File: src/rtl/keyword_tokenizer_if.sv
// keyword_tokenizer_if: byte-in / token-out handshake bundle.
//   in, in_valid, in_last, in_ready : ASCII byte stream (valid/ready)
//   tok, tok_valid, tok_ready       : classified word tokens (valid/ready)
//   tok_count                       : token FIFO occupancy
// master = stream source / token sink, slave = tokenizer.
interface keyword_tokenizer_if #(
    parameter int FIFO_DEPTH = 4
);
    localparam int CW = $clog2(FIFO_DEPTH) + 1;

    logic [7:0]    in;
    logic          in_valid;
    logic          in_last;
    logic          in_ready;
    logic [1:0]    tok;
    logic          tok_valid;
    logic          tok_ready;
    logic [CW-1:0] tok_count;

    modport master (
        output in, in_valid, in_last, tok_ready,
        input  in_ready, tok, tok_valid, tok_count
    );

    modport slave (
        input  in, in_valid, in_last, tok_ready,
        output in_ready, tok, tok_valid, tok_count
    );
endinterface

File: src/rtl/keyword_tokenizer.sv
// keyword_tokenizer: folds case on an ASCII byte stream, splits it into
// words and queues one token per word (BEGIN=01, END=10, OTHER=11) in a
// small FIFO for the downstream nesting checker.
// Ports:
//   clk   : rising-edge clock
//   reset : asynchronous active-low reset
//   bus   : keyword_tokenizer_if.slave (byte stream in, token stream out)
// Parameter FIFO_DEPTH: token FIFO entries, power of two, >= 2.
// Optional macro KEYWORD_TOKENIZER_DIGIT_EN: when defined, 0-9 count as
// word characters; otherwise digits are separators.
module keyword_tokenizer #(
    parameter int FIFO_DEPTH = 4
) (
    input logic                 clk,
    input logic                 reset,
    keyword_tokenizer_if.slave  bus
);
    localparam int AW = $clog2(FIFO_DEPTH);

    typedef enum logic [3:0] {
        IDLE, B1, B2, B3, B4, B5, E1, E2, E3, OTH
    } state_t;

    state_t        state_q, state_d;
    logic [AW:0]   wr_ptr_q, wr_ptr_d;
    logic [AW:0]   rd_ptr_q, rd_ptr_d;
    logic [1:0]    mem_q [FIFO_DEPTH];
    logic [1:0]    mem_d [FIFO_DEPTH];

    logic [7:0]    lc;
    logic          is_upper, is_letter, is_digit, is_word;
    logic          full, empty, accept, pop, push;
    logic [1:0]    push_tok;
    state_t        adv;

    // Token a word would produce if it ended in state s (s != IDLE).
    function automatic logic [1:0] tok_of(state_t s);
        case (s)
            B5:      return 2'b01;
            E3:      return 2'b10;
            default: return 2'b11;
        endcase
    endfunction

    assign is_upper  = (bus.in >= "A") && (bus.in <= "Z");
    assign lc        = is_upper ? bus.in + 8'h20 : bus.in;
    assign is_letter = (lc >= "a") && (lc <= "z");
`ifdef KEYWORD_TOKENIZER_DIGIT_EN
    assign is_digit  = (bus.in >= "0") && (bus.in <= "9");
`else
    assign is_digit  = 1'b0;
`endif
    assign is_word   = is_letter | is_digit;

    // Full: same index, opposite wrap bit. Empty: identical pointers.
    assign full   = (wr_ptr_q ^ rd_ptr_q) == {1'b1, {AW{1'b0}}};
    assign empty  = (wr_ptr_q == rd_ptr_q);

    // in_ready ignores a same-cycle pop so the input path never depends
    // on tok_ready combinationally.
    assign bus.in_ready  = reset & ~full;
    assign accept        = bus.in_valid & bus.in_ready;
    assign bus.tok_valid = ~empty;
    assign pop           = ~empty & bus.tok_ready;
    assign bus.tok       = mem_q[rd_ptr_q[AW-1:0]];
    assign bus.tok_count = wr_ptr_q - rd_ptr_q;

    // Prefix matcher: next state for a word character.
    always_comb begin
        adv = OTH;
        case (state_q)
            IDLE:    adv = (lc == "b") ? B1 : (lc == "e") ? E1 : OTH;
            B1:      adv = (lc == "e") ? B2 : OTH;
            B2:      adv = (lc == "g") ? B3 : OTH;
            B3:      adv = (lc == "i") ? B4 : OTH;
            B4:      adv = (lc == "n") ? B5 : OTH;
            E1:      adv = (lc == "n") ? E2 : OTH;
            E2:      adv = (lc == "d") ? E3 : OTH;
            default: adv = OTH;
        endcase
    end

    always_comb begin
        state_d  = state_q;
        push     = 1'b0;
        push_tok = 2'b11;
        if (accept) begin
            if (is_word) begin
                state_d = adv;
                // in_last closes the word as if a separator followed.
                if (bus.in_last) begin
                    push     = 1'b1;
                    push_tok = tok_of(adv);
                    state_d  = IDLE;
                end
            end else begin
                if (state_q != IDLE) begin
                    push     = 1'b1;
                    push_tok = tok_of(state_q);
                end
                state_d = IDLE;
            end
        end
    end

    // accept implies !full, so a push can never overwrite a live entry.
    always_comb begin
        mem_d = mem_q;
        if (push) mem_d[wr_ptr_q[AW-1:0]] = push_tok;
        wr_ptr_d = wr_ptr_q + {{AW{1'b0}}, push};
        rd_ptr_d = rd_ptr_q + {{AW{1'b0}}, pop};
    end

    always_ff @(posedge clk or negedge reset) begin
        if (!reset) begin
            state_q  <= IDLE;
            wr_ptr_q <= '0;
            rd_ptr_q <= '0;
            for (int i = 0; i < FIFO_DEPTH; i++) mem_q[i] <= 2'b11;
        end else begin
            state_q  <= state_d;
            wr_ptr_q <= wr_ptr_d;
            rd_ptr_q <= rd_ptr_d;
            mem_q    <= mem_d;
        end
    end
endmodule
File: src/flat_wrapper.sv
// flat-port wrapper written by rule: the top's interface ports become plain ports
module keyword_tokenizer_flat 
#(
    parameter int FIFO_DEPTH = 4
)
  (clk, reset, bus_in, bus_in_valid, bus_in_last, bus_tok_ready, bus_in_ready, bus_tok, bus_tok_valid, bus_tok_count);
  keyword_tokenizer_if #(.FIFO_DEPTH(FIFO_DEPTH)) bus_i ();
  input logic clk;
  input logic reset;
  input wire logic [$bits(bus_i.in)-1:0] bus_in;
  input wire logic [$bits(bus_i.in_valid)-1:0] bus_in_valid;
  input wire logic [$bits(bus_i.in_last)-1:0] bus_in_last;
  input wire logic [$bits(bus_i.tok_ready)-1:0] bus_tok_ready;
  output wire logic [$bits(bus_i.in_ready)-1:0] bus_in_ready;
  output wire logic [$bits(bus_i.tok)-1:0] bus_tok;
  output wire logic [$bits(bus_i.tok_valid)-1:0] bus_tok_valid;
  output wire logic [$bits(bus_i.tok_count)-1:0] bus_tok_count;
  assign bus_i.in = bus_in;
  assign bus_i.in_valid = bus_in_valid;
  assign bus_i.in_last = bus_in_last;
  assign bus_i.tok_ready = bus_tok_ready;
  assign bus_in_ready = bus_i.in_ready;
  assign bus_tok = bus_i.tok;
  assign bus_tok_valid = bus_i.tok_valid;
  assign bus_tok_count = bus_i.tok_count;
  keyword_tokenizer #(.FIFO_DEPTH(FIFO_DEPTH)) u_core (.clk(clk), .reset(reset), .bus(bus_i));
endmodule
File: config.mk
export PLATFORM = sky130hd
export DESIGN_NAME = keyword_tokenizer_flat
export DESIGN_NICKNAME = d
export VERILOG_FILES = /design/src/rtl/keyword_tokenizer_if.sv /design/src/rtl/keyword_tokenizer.sv /design/src/flat_wrapper.sv
export SDC_FILE = /design/constraint.sdc
export NUM_CORES = 1
export LEC_CHECK = 0
export ABC_AREA = 0
export ABC_CLOCK_PERIOD_IN_PS = 3700
export BUFFER_PORTS_ARGS = -buffer_cell sky130_fd_sc_hd__buf_2
export CAP_MARGIN = 10
export CORE_ASPECT_RATIO = 0.8
export CORE_UTILIZATION = 55
export DETAILED_ROUTE_END_ITERATION = 10
export HOLD_SLACK_MARGIN = 0.15
export PLACE_DENSITY_LB_ADDON = 0.25
export SLEW_MARGIN = 20
export SYNTH_ARGS = -nofsm -noshare
export SYNTH_HDL_FRONTEND = slang
export SYNTH_SLANG_ARGS = --single-unit
export TNS_END_PERCENT = 50
File: constraint.sdc
create_clock -name clk -period 3.7 [get_ports clk]
set_input_delay 0.74 -clock clk [delete_from_list [all_inputs] [get_ports clk]]
set_output_delay 0.74 -clock clk [all_outputs]
set_load 0.02 [all_outputs]
## After elaboration in Yosys (flattened, before gate mapping)

Cells that the tools add are included.

| operators by class | value |
|---|---|
| magnitude comparators | 7 |
| equality and inequality tests | 18 |
| add/subtract/negate cells | 4 |
| bitwise gates (word level) | 8 |
| reduce and logical (&&, ||, !) cells | 5 |
| mux-type cells | 28 |

Operators by type and width:

| cell | count |
|---|---|
| == test 8 x 7 -> 1 bit (second input constant) | 6 |
| 2-to-1 mux 4 bit | 9 |
| case mux 4 bit (7 select lines) | 1 |
| == test 4 x 3 -> 1 bit (second input constant) | 5 |
| >= comparator 8 x 7 -> 1 bit (second input constant) | 2 |
| less-or-equal comparator 8 x 7 -> 1 bit (second input constant) | 2 |
| 2-to-1 mux 2 bit | 7 |
| adder 8 x 6 -> 8 bit (second input constant) | 1 |
| bitwise mux 8 bit | 1 |
| == test 4 x 2 -> 1 bit (second input constant) | 2 |
| == test 4 bit (second input constant) | 2 |
| 2-to-1 mux 8 bit | 1 |
| case mux 2 bit (2 select lines) | 2 |
| adder 3 x 1 -> 3 bit | 2 |
| >= comparator 3 bit (second input constant) | 2 |
| NOT 2 -> 3 bit | 2 |
| 2-to-1 mux 1 bit | 5 |
| binary-select mux 2 bit (select 2 bit) | 1 |
| demux 2 bit (select 2 bit) | 1 |
| == test 4 x 1 -> 1 bit (second input constant) | 1 |
| logical NOT 4 bit | 1 |
| nonzero test 4 bit | 1 |
| bitwise AND 1 bit | 3 |
| == test 3 bit | 1 |
| 6 further kinds | 9 |

| word-level totals | value |
|---|---|
| output and inout bits | 7 |
| register bits after elaboration | 18 |
| logic and storage cells | 77 |
| input bits | 13 |

## Depth between registers and ports, before layout

Gate-level depths: netlist of the first run.

| depth | value |
|---|---|
| word-level depth | 13 |
| depth in mapped cells | 11 |
| mapped depth without buffers | 11 |

## Least setup slack after synthesis of the first run

OpenSTA, ideal clock, no wires.

| timing | value |
|---|---|
| path type | input -> register |
| start point | input bus_in[5] |
| end point | register u_core.wr_ptr_q[2] |
| stages | 11 |
| path buffers | 0 |
| data arrival time | 2.688 ns |
| setup time | 0.079 ns |
| slack | 0.933 ns |
| required time | 3.621 ns |
| path through | inv_1 -> ha_1 -> or3_1 -> a21o_1 -> o21a_1 -> o21ai_2 -> nand2_1 -> nor2_1 -> ha_1 -> ha_1 -> xor2_1 |

| on the way | value |
|---|---|
| cells in the longest elaborated chain, start to end | 8 |

RTL lines:

| what | line | RTL |
|---|---|---|
| start, declared | flat_wrapper.sv:10 | `input wire logic [$bits(bus_i.in)-1:0] bus_in;` |
| >= comparator 8 x 7 -> 1 bit / less-or-equal comparator 8 x 7 -> 1 bit (equally long branches) | keyword_tokenizer.sv:45 | `assign is_upper = (bus.in >= "A") && (bus.in <= "Z");` |
| logical AND 1 bit | keyword_tokenizer.sv:45 |  |
| 2-to-1 mux 8 bit (*) | keyword_tokenizer.sv:46 | `assign lc = is_upper ? bus.in + 8'h20 : bus.in;` |
| >= comparator 8 x 7 -> 1 bit / less-or-equal comparator 8 x 7 -> 1 bit (equally long branches) | keyword_tokenizer.sv:47 | `assign is_letter = (lc >= "a") && (lc <= "z");` |
| logical AND 1 bit (*) | keyword_tokenizer.sv:47 |  |
| 2-to-1 mux 1 bit (*) | keyword_tokenizer.sv:88 | `if (is_word) begin` |
| 2-to-1 mux 1 bit (*) | keyword_tokenizer.sv:87 | `if (accept) begin` |
| adder 3 x 1 -> 3 bit (*) | keyword_tokenizer.sv:110 | `wr_ptr_d = wr_ptr_q + {{AW{1'b0}}, push};` |
| named net u_core.wr_ptr_d[2] | keyword_tokenizer.sv:25 | `logic [AW:0] wr_ptr_q, wr_ptr_d;` |
| end signal, assigned | keyword_tokenizer.sv:122 | `wr_ptr_q <= wr_ptr_d;` |
| end, declared | keyword_tokenizer.sv:25 |  |

The timed path passes the listed nets; every way through them passes the cells marked *.
A chain may end at the register's enable or synchronous reset.

## Final worst setup path of the first run

Same ends and word-level chain as after synthesis.

==> metrics.md, run 1 <==
| Metric | Value |
|---|---|
| Fmax | 343 MHz |
| ANT nets after route | 0 |
| Setup_tns | 0 ps |
| Seq cells post-synth | 18 |
| Post-CTS Setup Inserts | 0 |
| Grt ovf | 0 |
| Crit path max-delay cell type | or3_1 |
| Setup CP Type | input pin to flip-flop |
| Die width | 62.8 µm |
| YS warnings | 0 |
| Netlist cell types | 57 |
| CP max stage delay | 360 ps |
| Vias/cell | 6.34 |
| Placed inst area | 1730 µm² |
| Synth Cell Area | 1630 µm² |
| Filler Cells Inserted | 239 |
| Die Ht | 50.6 µm |
| HPWL after DPL | 3.07 mm |
| Tmin final | 2910 ps |
| Critical Path Most Common Cell | ha_1 |
| Drt wl/cell | 16.6 µm |
| Crit-path cells | buf_2 -> inv_1 -> ha_1 -> or3_1 -> a21o_1 -> o21a_1 -> o21ai_2 -> nand2_1 -> nor2_1 -> ha_1 -> ha_1 -> xor2_1 |
| Hold-fix buffers at CTS | 0 |
| Layout Nets | 222 |
| Die area | 3180 µm² |
| Post-synth top area cell | dfrtp_1 |
| Synth-to-Final Area Change | 9.54% |
| Power density cells | 573 nW/µm² |
| Worst skew pair latency | 250 ps |
| Clock Skew | 1.49 ps |
| Top Ports | 20 |
| Post-place setup slack | 560 ps |
| Top_reg_cell synth | dfrtp_1 |
| FP Rows | 17 |
| Share of synthesized registers carrying an async set or reset | 100% |
| Crit path max fanout | 9 |
| Area of the multi-input gates | 1070 µm² |
| DR DRC count | 0 |
| Leak | 0.720 nW |
| Post-synthesis net count | 206 |
| Placer Congestion | 0.955 |
| Post-route cell area | 1780 µm² |
| Initial core utilization | 58.4% |
| Vias in the first global route | 1404 |
| # resized after CTS | 0 |
| Core area | 2790 µm² |
| Period utilization | 78.7% |
| Relative slew margins | 44.7% |
| GR Util All Layers | 28.0% |
| Synth top area cells | dfrtp_1 15%, dfstp_2 13%, ha_1 6.2% |
| Largest net degree at the start of global routing | 19 |
| Most common cell after layout, fill and taps aside | buf_2 |
| CTS tree | yes |
| Critical path capture point type | flip-flop |
| First-pass GRT wire length | 6.88 mm |
| CTS root buf | clkbuf_8 |
| Register area | 460 µm² |
| Number of synthesized flops with an enable pin | 0 |
| CP Data Required Time | 3880 ps |
| Fraction of layout cells with a size suffix above 1 | 23.1% |
| Final worst slack | 789 ps |
| Slew Limit Fails | 0 |
| Most frequent cells in the layout | 19 x buf_2, 17 x nand2_1, 13 x inv_1, 10 x nor2_1, 10 x dfrtp_1 |
| RSZ-0062 raised after global routing | false |
| Syn_area_per_cell | 8.84 µm² |
| Hold Vio Cnt, Final | 0 |
| VDD IR max | 547 µV |
| Worst Max-Slew Pin Slew | 808 ps |
| First-pass iteration count of the detailed router | 4 |
| Setup Viol. Count Final | 0 |
| Via count | 1503 |
| Status | finished clean |
| Drt total wl | 3.93 mm |
| Clock transition at path regs | 70 ps |
| Antenna Diode Count | 0 |
| Sequential area share after synthesis | 28.3% |
| Initial DRC count | 127 |
| CTS Buffer Depth | 2 |
| IO Port Bufs | 19 |
| CTS H-tree lvls | 1 |
| CTS Sinks | 18 |
| Antenna violations before repair | 0 |
| CTS buffer count | 3 |
| Crit start category | input pin |
| Max Cap Viol | 0 |
| Synth top area share | 15.4% |
| Gate Count Post-Synth | 184 |
| Worst hold path type | input pin to async pin |
| Arrival time of the worst setup path | 3090 ps |
-- metal layers --
layer	up-vias	GRT usage, %	share of wire [%]
li1	731	-	-
met1	697	40.7	47
met2	73	43.3	44
met3	2	6.59	8.7
met4	0	3.10	0.23
met5	-	0	0
-- power by group --
group / switching (mW) / internal (mW) / total, mW / leakage, nW
clock network: 0.0673 / 0.0946 / 0.162 / 0.0288
registers: 0.0679 / 0.290 / 0.358 / 0.213
logic: 0.292 / 0.209 / 0.500 / 0.478
-- stage by stage --
step | instances | power (mW) | utilization (%) | hold WS [ps]
after global placement | 233 | 0.832 | 62.0 | 472
final | 237 | 1.02 | 63.9 | 466
after detailed placement | 233 | 0.856 | 62.0 | 475
after global routing | 237 | 1.10 | 63.9 | 478
after CTS | 237 | 1.02 | 63.9 | 468
after floorplan | 184 | 0.699 | - | 444
-- worst paths after layout --
| check | startpoint | end | slack, ps | cells past startpoint |
|---|---|---|---|---|
| max | bus_in[5] | u_core.wr_ptr_q[2] | 790 | 12 |
| min | reset | u_core.state_q[1] | 470 | 2 |
| max reg2reg | u_core.rd_ptr_q[1] | u_core.mem_q[2] | 1160 | 8 |
| min reg2reg | u_core.mem_q[3] | u_core.mem_q[3] | 490 | 1 |
| max in group asynchronous | reset | u_core.mem_q[0] | 2980 | 2 |
| min in group clk | u_core.mem_q[3] | u_core.mem_q[3] | 490 | 1 |
-- synthesized netlist by cell type, drive strengths merged (3+ instances only) --
cell type  number
o21ai           9
ha              8
clkbuf          3
a2111oi         4
o211ai          5
nor3            7
a21oi           6
and3            3
a41oi           3
dfrtp          10
mux2            4
nand2          17
a211oi          3
o2bb2ai         4
dfstp           8
nand3           7
nor2           10
buf             6
o21a            4
nor2b           4
nand4           5
inv            13
-- critical path: cells and delay by family --
kind,cells,cell delay [ps]
adder cells (fa/ha/maj),3,650
AO/OA/AOI/OAI,3,770
XOR/XNOR,1,150
buffers and inverters,2,240
AND/OR/NAND/NOR,3,540
-- sequential cells by signal, summed over array words and instances, names as in the netlist --
register and flops:
u_core.rd_ptr_q 3, u_core.wr_ptr_q 3, u_core.mem_q 8, u_core.state_q 4
-- layout make-up --
cell class,instances,area share [%]
inverter,13,2.74
multi-input combinational,144,59.9
sequential,18,25.8
timing repair buffer,20,5.76
clock buffer,4,3.09
tap,38,2.67
-- kinds of logic (layout without fill, tap and decap cells) --
logic type      Yosys count  count (layout)  synth area share (%)
xor+xnor                  4               4                  2.15
fa+ha+maj                 9               9                  7.38
buf+inv                  22              37                  6.08
mux                       6               6                  5.54
compound gates           53              53                  26.3
flops                    18              18                  28.3
simple gates             72              72                  24.2
Note: power is estimated with default switching activity, not from simulation.
==> inputs of run 2 (changes only) <==
--- a/config.mk
+++ b/config.mk
@@ -6,7 +6,7 @@
 export NUM_CORES = 1
 export LEC_CHECK = 0
 export ABC_AREA = 0
-export ABC_CLOCK_PERIOD_IN_PS = 3700
+export ABC_CLOCK_PERIOD_IN_PS = 3000
 export BUFFER_PORTS_ARGS = -buffer_cell sky130_fd_sc_hd__buf_2
 export CAP_MARGIN = 10
 export CORE_ASPECT_RATIO = 0.8
==> constraint.sdc (replaced) <==
create_clock -name clk -period 3 [get_ports clk]
set_input_delay 0.6 -clock clk [delete_from_list [all_inputs] [get_ports clk]]
set_output_delay 0.6 -clock clk [all_outputs]
set_load 0.02 [all_outputs]
==> metrics.md, run 2 (synthesis gave the netlist of run 1 again) <==
| Metric | Value |
|---|---|
| GR Util met3 | 5.68% (was 6.59%) |
| Top reg by flops | u_core.mem_q (unchanged) |
| Initial DRC count | 118 (was 127) |
| Vias/cell | 6.56 (was 6.34) |
| GR Util All Layers | 29.4% (was 28.0%) |
| Worst skew pair latency | 260 ps (was 250 ps) |
| CP Data Required Time | 3150 ps (was 3880 ps) |
| Fraction of layout cells with a size suffix above 1 | 25.4% (was 23.1%) |
| Crit start category | input pin (unchanged) |
| Placed inst area | 1770 µm² (was 1730 µm²) |
| Period utilization | 90.8% |
| Fmax | 367 MHz |
| ANT nets after route | 0 (unchanged) |
| Most common cell after layout, fill and taps aside | buf_2 (unchanged) |
| Status | finished clean (unchanged) |
| Final worst slack | 276 ps (was 789 ps) |
| CTS buffer count | 3 (unchanged) |
| Setup_tns | 0 ps (unchanged) |
| Slew Limit Fails | 0 (unchanged) |
| Antenna violations before repair | 0 (unchanged) |
| Via count | 1593 (was 1503) |
| Clock power share | 16.0% (was 15.9%) |
| Internal Power | 0.737 mW (was 0.594 mW) |
| Placer Congestion | 0.952 (was 0.955) |
| Die Ht | 50.6 µm (unchanged) |
| Synth-to-Final Area Change | 12.3% (was 9.54%) |
| Drt total wl | 4.20 mm (was 3.93 mm) |
| FP Rows | 17 (unchanged) |
| Clock Skew | 4.09 ps (was 1.49 ps) |
| Arrival time of the worst setup path | 2870 ps (was 3090 ps) |
| Met2 Use GR | 46.7% (was 43.3%) |
| DR DRC count | 0 (unchanged) |
| Hold Vio Cnt, Final | 0 (unchanged) |
| CTS tree | yes (unchanged) |
| Layout Nets | 228 (was 222) |
| Post-route cell area | 1830 µm² (was 1780 µm²) |
| Met1 Usage GRT | 40.5% (was 40.7%) |
| # resized after CTS | 0 (unchanged) |
| Hold-fix buffers at CTS | 0 (unchanged) |
| Power density cells | 696 nW/µm² (was 573 nW/µm²) |
| Most frequent cells in the layout | 19 x buf_2, 17 x nand2_1, 13 x inv_1, 10 x nor2_1, 10 x dfrtp_1 (unchanged) |
| Sw power | 0.535 mW (was 0.427 mW) |
| Fraction of power consumed by combinational cells | 48.8% (was 49.0%) |
| GR peak layer | met2 (unchanged) |
| Sw Ratio | 42.1% (was 41.8%) |
| CTS H-tree lvls | 1 (unchanged) |
| Core area | 2790 µm² (unchanged) |
| Post-CTS Setup Inserts | 0 (unchanged) |
| CTS Sinks | 18 (unchanged) |
| Initial core utilization | 58.4% (unchanged) |
| Setup CP Type | input pin to flip-flop (unchanged) |
| First-pass iteration count of the detailed router | 6 (was 4) |
| VDD IR max | 700 µV (was 547 µV) |
| Worst hold path type | input pin to async pin (unchanged) |
| IO Port Bufs | 19 (unchanged) |
| Leak | 0.750 nW (was 0.720 nW) |
| Sequential Power Share | 35.2% (was 35.1%) |
| Number of flip-flops in the largest register | 8 (unchanged) |
| Antenna Diode Count | 0 (unchanged) |
| Die area | 3180 µm² (unchanged) |
| Tmin final | 2720 ps |
| Critical path capture point type | flip-flop (unchanged) |
| Grt ovf | 0 (unchanged) |
| Top Ports | 20 (unchanged) |
| Max Cap Viol | 0 (unchanged) |
| Hold WS | 332 ps (was 466 ps) |
| Post-place setup slack | 34.0 ps (was 560 ps) |
| Biggest regs | u_core.mem_q x8, u_core.state_q x4 (unchanged) |
| CTS Buffer Depth | 2 (unchanged) |
| Crit path max fanout | 8 (was 9) |
| Relative slew margins | 46.4% (was 44.7%) |
| Die width | 62.8 µm (unchanged) |
| RSZ-0062 raised after global routing | false (unchanged) |
| Vias in the first global route | 1540 (was 1404) |
| First-pass GRT wire length | 7.14 mm (was 6.88 mm) |
| CTS root buf | clkbuf_8 (unchanged) |
| Setup Viol. Count Final | 0 (unchanged) |
| Drt wl/cell | 17.3 µm (was 16.6 µm) |
| Layout Utilization | 65.6% (was 63.9%) |
| Worst Max-Slew Pin Slew | 784 ps (was 808 ps) |
| Clock transition at path regs | 70 ps (about the same) |
| HPWL after DPL | 3.22 mm (was 3.07 mm) |
| Largest net degree at the start of global routing | 19 (unchanged) |
[run 2: changes by cell type in the layout (fill, tap and decap cells not counted), sizes merged]
cell / previous run / this run
buf: 20 / 26
[run 2: critical path, stage by stage]
cell and delay, ps:
buf_2 150, inv_1 100, ha_1 330, or3_1 350
a21o_1 210, o21ai_2 230, nand2_1 170, nand2_1 130
nor2_1 50, ha_1 200, ha_1 190, xor2_1 140
[run 2: cell type report]
class,count,area (µm²)
Fill cell,223,960
Multi-Input combinational cell,144,1070
Inverter,13,48.8
Tap cell,38,47.5
Clock buffer,4,55.1
Sequential cell,18,460
Timing Repair Buffer,26,148
[run 2: metrics by stage]
stage,cells,power (mW)
3_3_place_gp,239,1.03
2_1_floorplan,184,0.862
5_1_grt,243,1.35
3_5_place_dp,239,1.06
4_1_cts,243,1.27
6_report,243,1.27
[run 2: path summary, 6_finish.rpt]
kind	startpoint	to	slack, ps	cells past startpoint
worst max-delay path	bus_in[5]	u_core.wr_ptr_q[2]	280	12
worst min-delay path	reset	u_core.state_q[1]	330	2
worst max register to register	u_core.rd_ptr_q[1]	u_core.mem_q[4]	400	8
worst min register to register	u_core.rd_ptr_q[2]	u_core.rd_ptr_q[2]	490	1
max in group asynchronous	reset	u_core.mem_q[0]	2410	2
min in group clk	u_core.rd_ptr_q[2]	u_core.rd_ptr_q[2]	490	1
[run 2: power groups by stage]
stage / clock network (mW) / logic [mW] / registers (mW)
after CTS: 0.204 / 0.624 / 0.443
final: 0.204 / 0.620 / 0.448
after global routing: 0.211 / 0.681 / 0.455
after floorplan: 0 / 0.448 / 0.414
after global placement: 0 / 0.594 / 0.439
after detailed placement: 0 / 0.617 / 0.444
[run 2: layer usage]
metal / routed length [µm] / part of all wire [%]
met3: 369 / 8.8
met4: 47 / 1.1
met1: 1860 / 44
met2: 1920 / 46
met5: 0 / 0
==> inputs of run 3 (changes only) <==
--- a/config.mk
+++ b/config.mk
@@ -14,6 +14,7 @@
 export DETAILED_ROUTE_END_ITERATION = 10
 export HOLD_SLACK_MARGIN = 0.15
 export PLACE_DENSITY_LB_ADDON = 0.25
+export REMOVE_ABC_BUFFERS = 1
 export SLEW_MARGIN = 20
 export SYNTH_ARGS = -nofsm -noshare
 export SYNTH_HDL_FRONTEND = slang
==> metrics.md, run 3 (synthesis gave the netlist of run 1 again) <==
| Metric | Value |
|---|---|
| Drt total wl | 4.12 mm (was 4.20 mm) |
| CTS Sinks | 18 (unchanged) |
| Die Ht | 50.6 µm (unchanged) |
| Largest net degree at the start of global routing | 19 (unchanged) |
| Max Cap Viol | 0 (unchanged) |
| Fmax | 376 MHz (was 367 MHz) |
| Vias in the first global route | 1447 (was 1540) |
| Setup CP Type | input pin to flip-flop (unchanged) |
| Initial DRC count | 120 (was 118) |
| Top reg by flops | u_core.mem_q (unchanged) |
| GR Util All Layers | 28.0% (was 29.4%) |
| CTS tree | yes (unchanged) |
| Hold WS | 330 ps (was 332 ps) |
| Setup Viol. Count Final | 0 (unchanged) |
| DR DRC count | 0 (unchanged) |
| Worst skew pair latency | 260 ps (about the same) |
| Synth-to-Final Area Change | 12.3% (unchanged) |
| HPWL after DPL | 3.21 mm (was 3.22 mm) |
| Leak | 0.750 nW (about the same) |
| Crit path max fanout | 8 (unchanged) |
| Initial core utilization | 58.4% (unchanged) |
| VDD IR max | 881 µV (was 700 µV) |
| Final non-filler cell total | 243 (unchanged) |
| Die width | 62.8 µm (unchanged) |
| Slew Limit Fails | 0 (unchanged) |
| Top Ports | 20 (unchanged) |
| Post-place setup slack | 109 ps (was 34.0 ps) |
| Clock Skew | 1.50 ps (was 4.09 ps) |
| Hold Vio Cnt, Final | 0 (unchanged) |
| Period utilization | 88.7% (was 90.8%) |
| Critical Path Most Common Cell | ha_1 (unchanged) |
| CTS root buf | clkbuf_8 (unchanged) |
| CP Data Required Time | 3180 ps (was 3150 ps) |
| FP Rows | 17 (unchanged) |
| Crit start category | input pin (unchanged) |
| Worst Max-Slew Pin Slew | 723 ps (was 784 ps) |
| Layout Nets | 228 (unchanged) |
| Via count | 1569 (was 1593) |
| Antenna violations before repair | 0 (unchanged) |
| Tmin final | 2660 ps (was 2720 ps) |
| Arrival time of the worst setup path | 2840 ps (was 2870 ps) |
| Biggest regs | u_core.mem_q x8, u_core.state_q x4 (unchanged) |
| Inst Count DP | 239 (unchanged) |
| IO Port Bufs | 19 (unchanged) |
| Grt ovf | 0 (unchanged) |
| Setup_tns | 0 ps (unchanged) |
| Status | finished clean (unchanged) |
| Core area | 2790 µm² (unchanged) |
| Crit path max-delay cell type | or3_1 (unchanged) |
| RSZ-0062 raised after global routing | false (unchanged) |
| Final worst slack | 340 ps (was 276 ps) |
| Fraction of layout cells with a size suffix above 1 | 25.4% (unchanged) |
| Die area | 3180 µm² (unchanged) |
| ANT nets after route | 0 (unchanged) |
| Crit-path cells | buf_2 -> inv_1 -> ha_1 -> or3_1 -> a21o_1 -> o21a_1 -> o21ai_2 -> nand2_1 -> nor2_1 -> ha_1 -> ha_1 -> xor2_1 (was buf_2 -> inv_1 -> ha_1 -> or3_1 -> a21o_1 -> o21ai_2 -> nand2_1 -> nand2_1 -> nor2_1 -> ha_1 -> ha_1 -> xor2_1) |
| Critical path capture point type | flip-flop (unchanged) |
| Clock transition at path regs | 70 ps (about the same) |
| Hold-fix buffers at CTS | 0 (unchanged) |
| CP max stage delay | 360 ps (was 350 ps) |
| CTS H-tree lvls | 1 (unchanged) |
| Relative slew margins | 51.1% (was 46.4%) |
| Worst reg-to-reg path cell count | 8 (unchanged) |
| Power density cells | 693 nW/µm² (was 696 nW/µm²) |
| Post-CTS Setup Inserts | 0 (unchanged) |
| CTS Buffer Depth | 2 (unchanged) |
| Drt wl/cell | 16.9 µm (was 17.3 µm) |
| # resized after CTS | 0 (unchanged) |
| Number of flip-flops in the largest register | 8 (unchanged) |
| Most common cell after layout, fill and taps aside | buf_2 (unchanged) |
| First-pass iteration count of the detailed router | 5 (was 6) |
| Antenna Diode Count | 0 (unchanged) |
| CTS buffer count | 3 (unchanged) |
| First-pass GRT wire length | 6.82 mm (was 7.14 mm) |
| Placer Congestion | 0.964 (was 0.952) |
| Vias/cell | 6.46 (was 6.56) |
| Worst hold path type | input pin to async pin (unchanged) |
| Filler Cells Inserted | 228 (was 223) |
| Most frequent cells in the layout | 19 x buf_2, 17 x nand2_1, 13 x inv_1, 10 x nor2_1, 10 x dfrtp_1 (unchanged) |
run 3: cell type report:
type	instances	area, µm²	share of cell area, %
Clock buffer	4	55.1	3.01
Sequential cell	18	460	25.2
Tap cell	38	47.5	2.60
Timing Repair Buffer	26	148	8.08
Inverter	13	48.8	2.67
Multi-Input combinational cell	144	1070	58.4
run 3: layer usage:
layer	wire length (µm)	up-vias	GRT usage [%]
li1	-	739	-
met1	1760	738	38.5
met2	1830	84	43.7
met3	490	8	9.09
met4	40	0	3.88
met5	0	-	0
run 3: metrics by stage:
step	total power, mW	instance area (µm²)	util (%)
after detailed placement	1.07	1770	63.6
final	1.27	1830	65.6
after floorplan	0.851	1580	-
after global placement	1.03	1770	63.6
after CTS	1.27	1830	65.6
after global routing	1.36	1830	65.6
run 3: worst paths after layout:
check                      slack [ps]                  to               start
max                               340  u_core.wr_ptr_q[2]           bus_in[5]
min                               330   u_core.state_q[3]               reset
max reg2reg                       490     u_core.mem_q[2]  u_core.rd_ptr_q[1]
max in group asynchronous        2420     u_core.mem_q[3]               reset
min in group clk                  500  u_core.rd_ptr_q[2]  u_core.rd_ptr_q[2]
min reg2reg                       500  u_core.rd_ptr_q[2]  u_core.rd_ptr_q[2]
run 3: critical path, delay by kind of cell:
family	cells	cell delay [ps]
fa+ha+maj	3	650
compound gates	3	650
simple gates	3	530
buf+inv	2	250
xor+xnor	1	150
run 3: where the power goes:
part           total, mW  internal [mW]  leakage, nW  switching (mW)
Sequential         0.448          0.359        0.213          0.0897
Clock              0.199          0.117       0.0288          0.0824
Combinational      0.619          0.263        0.508           0.356
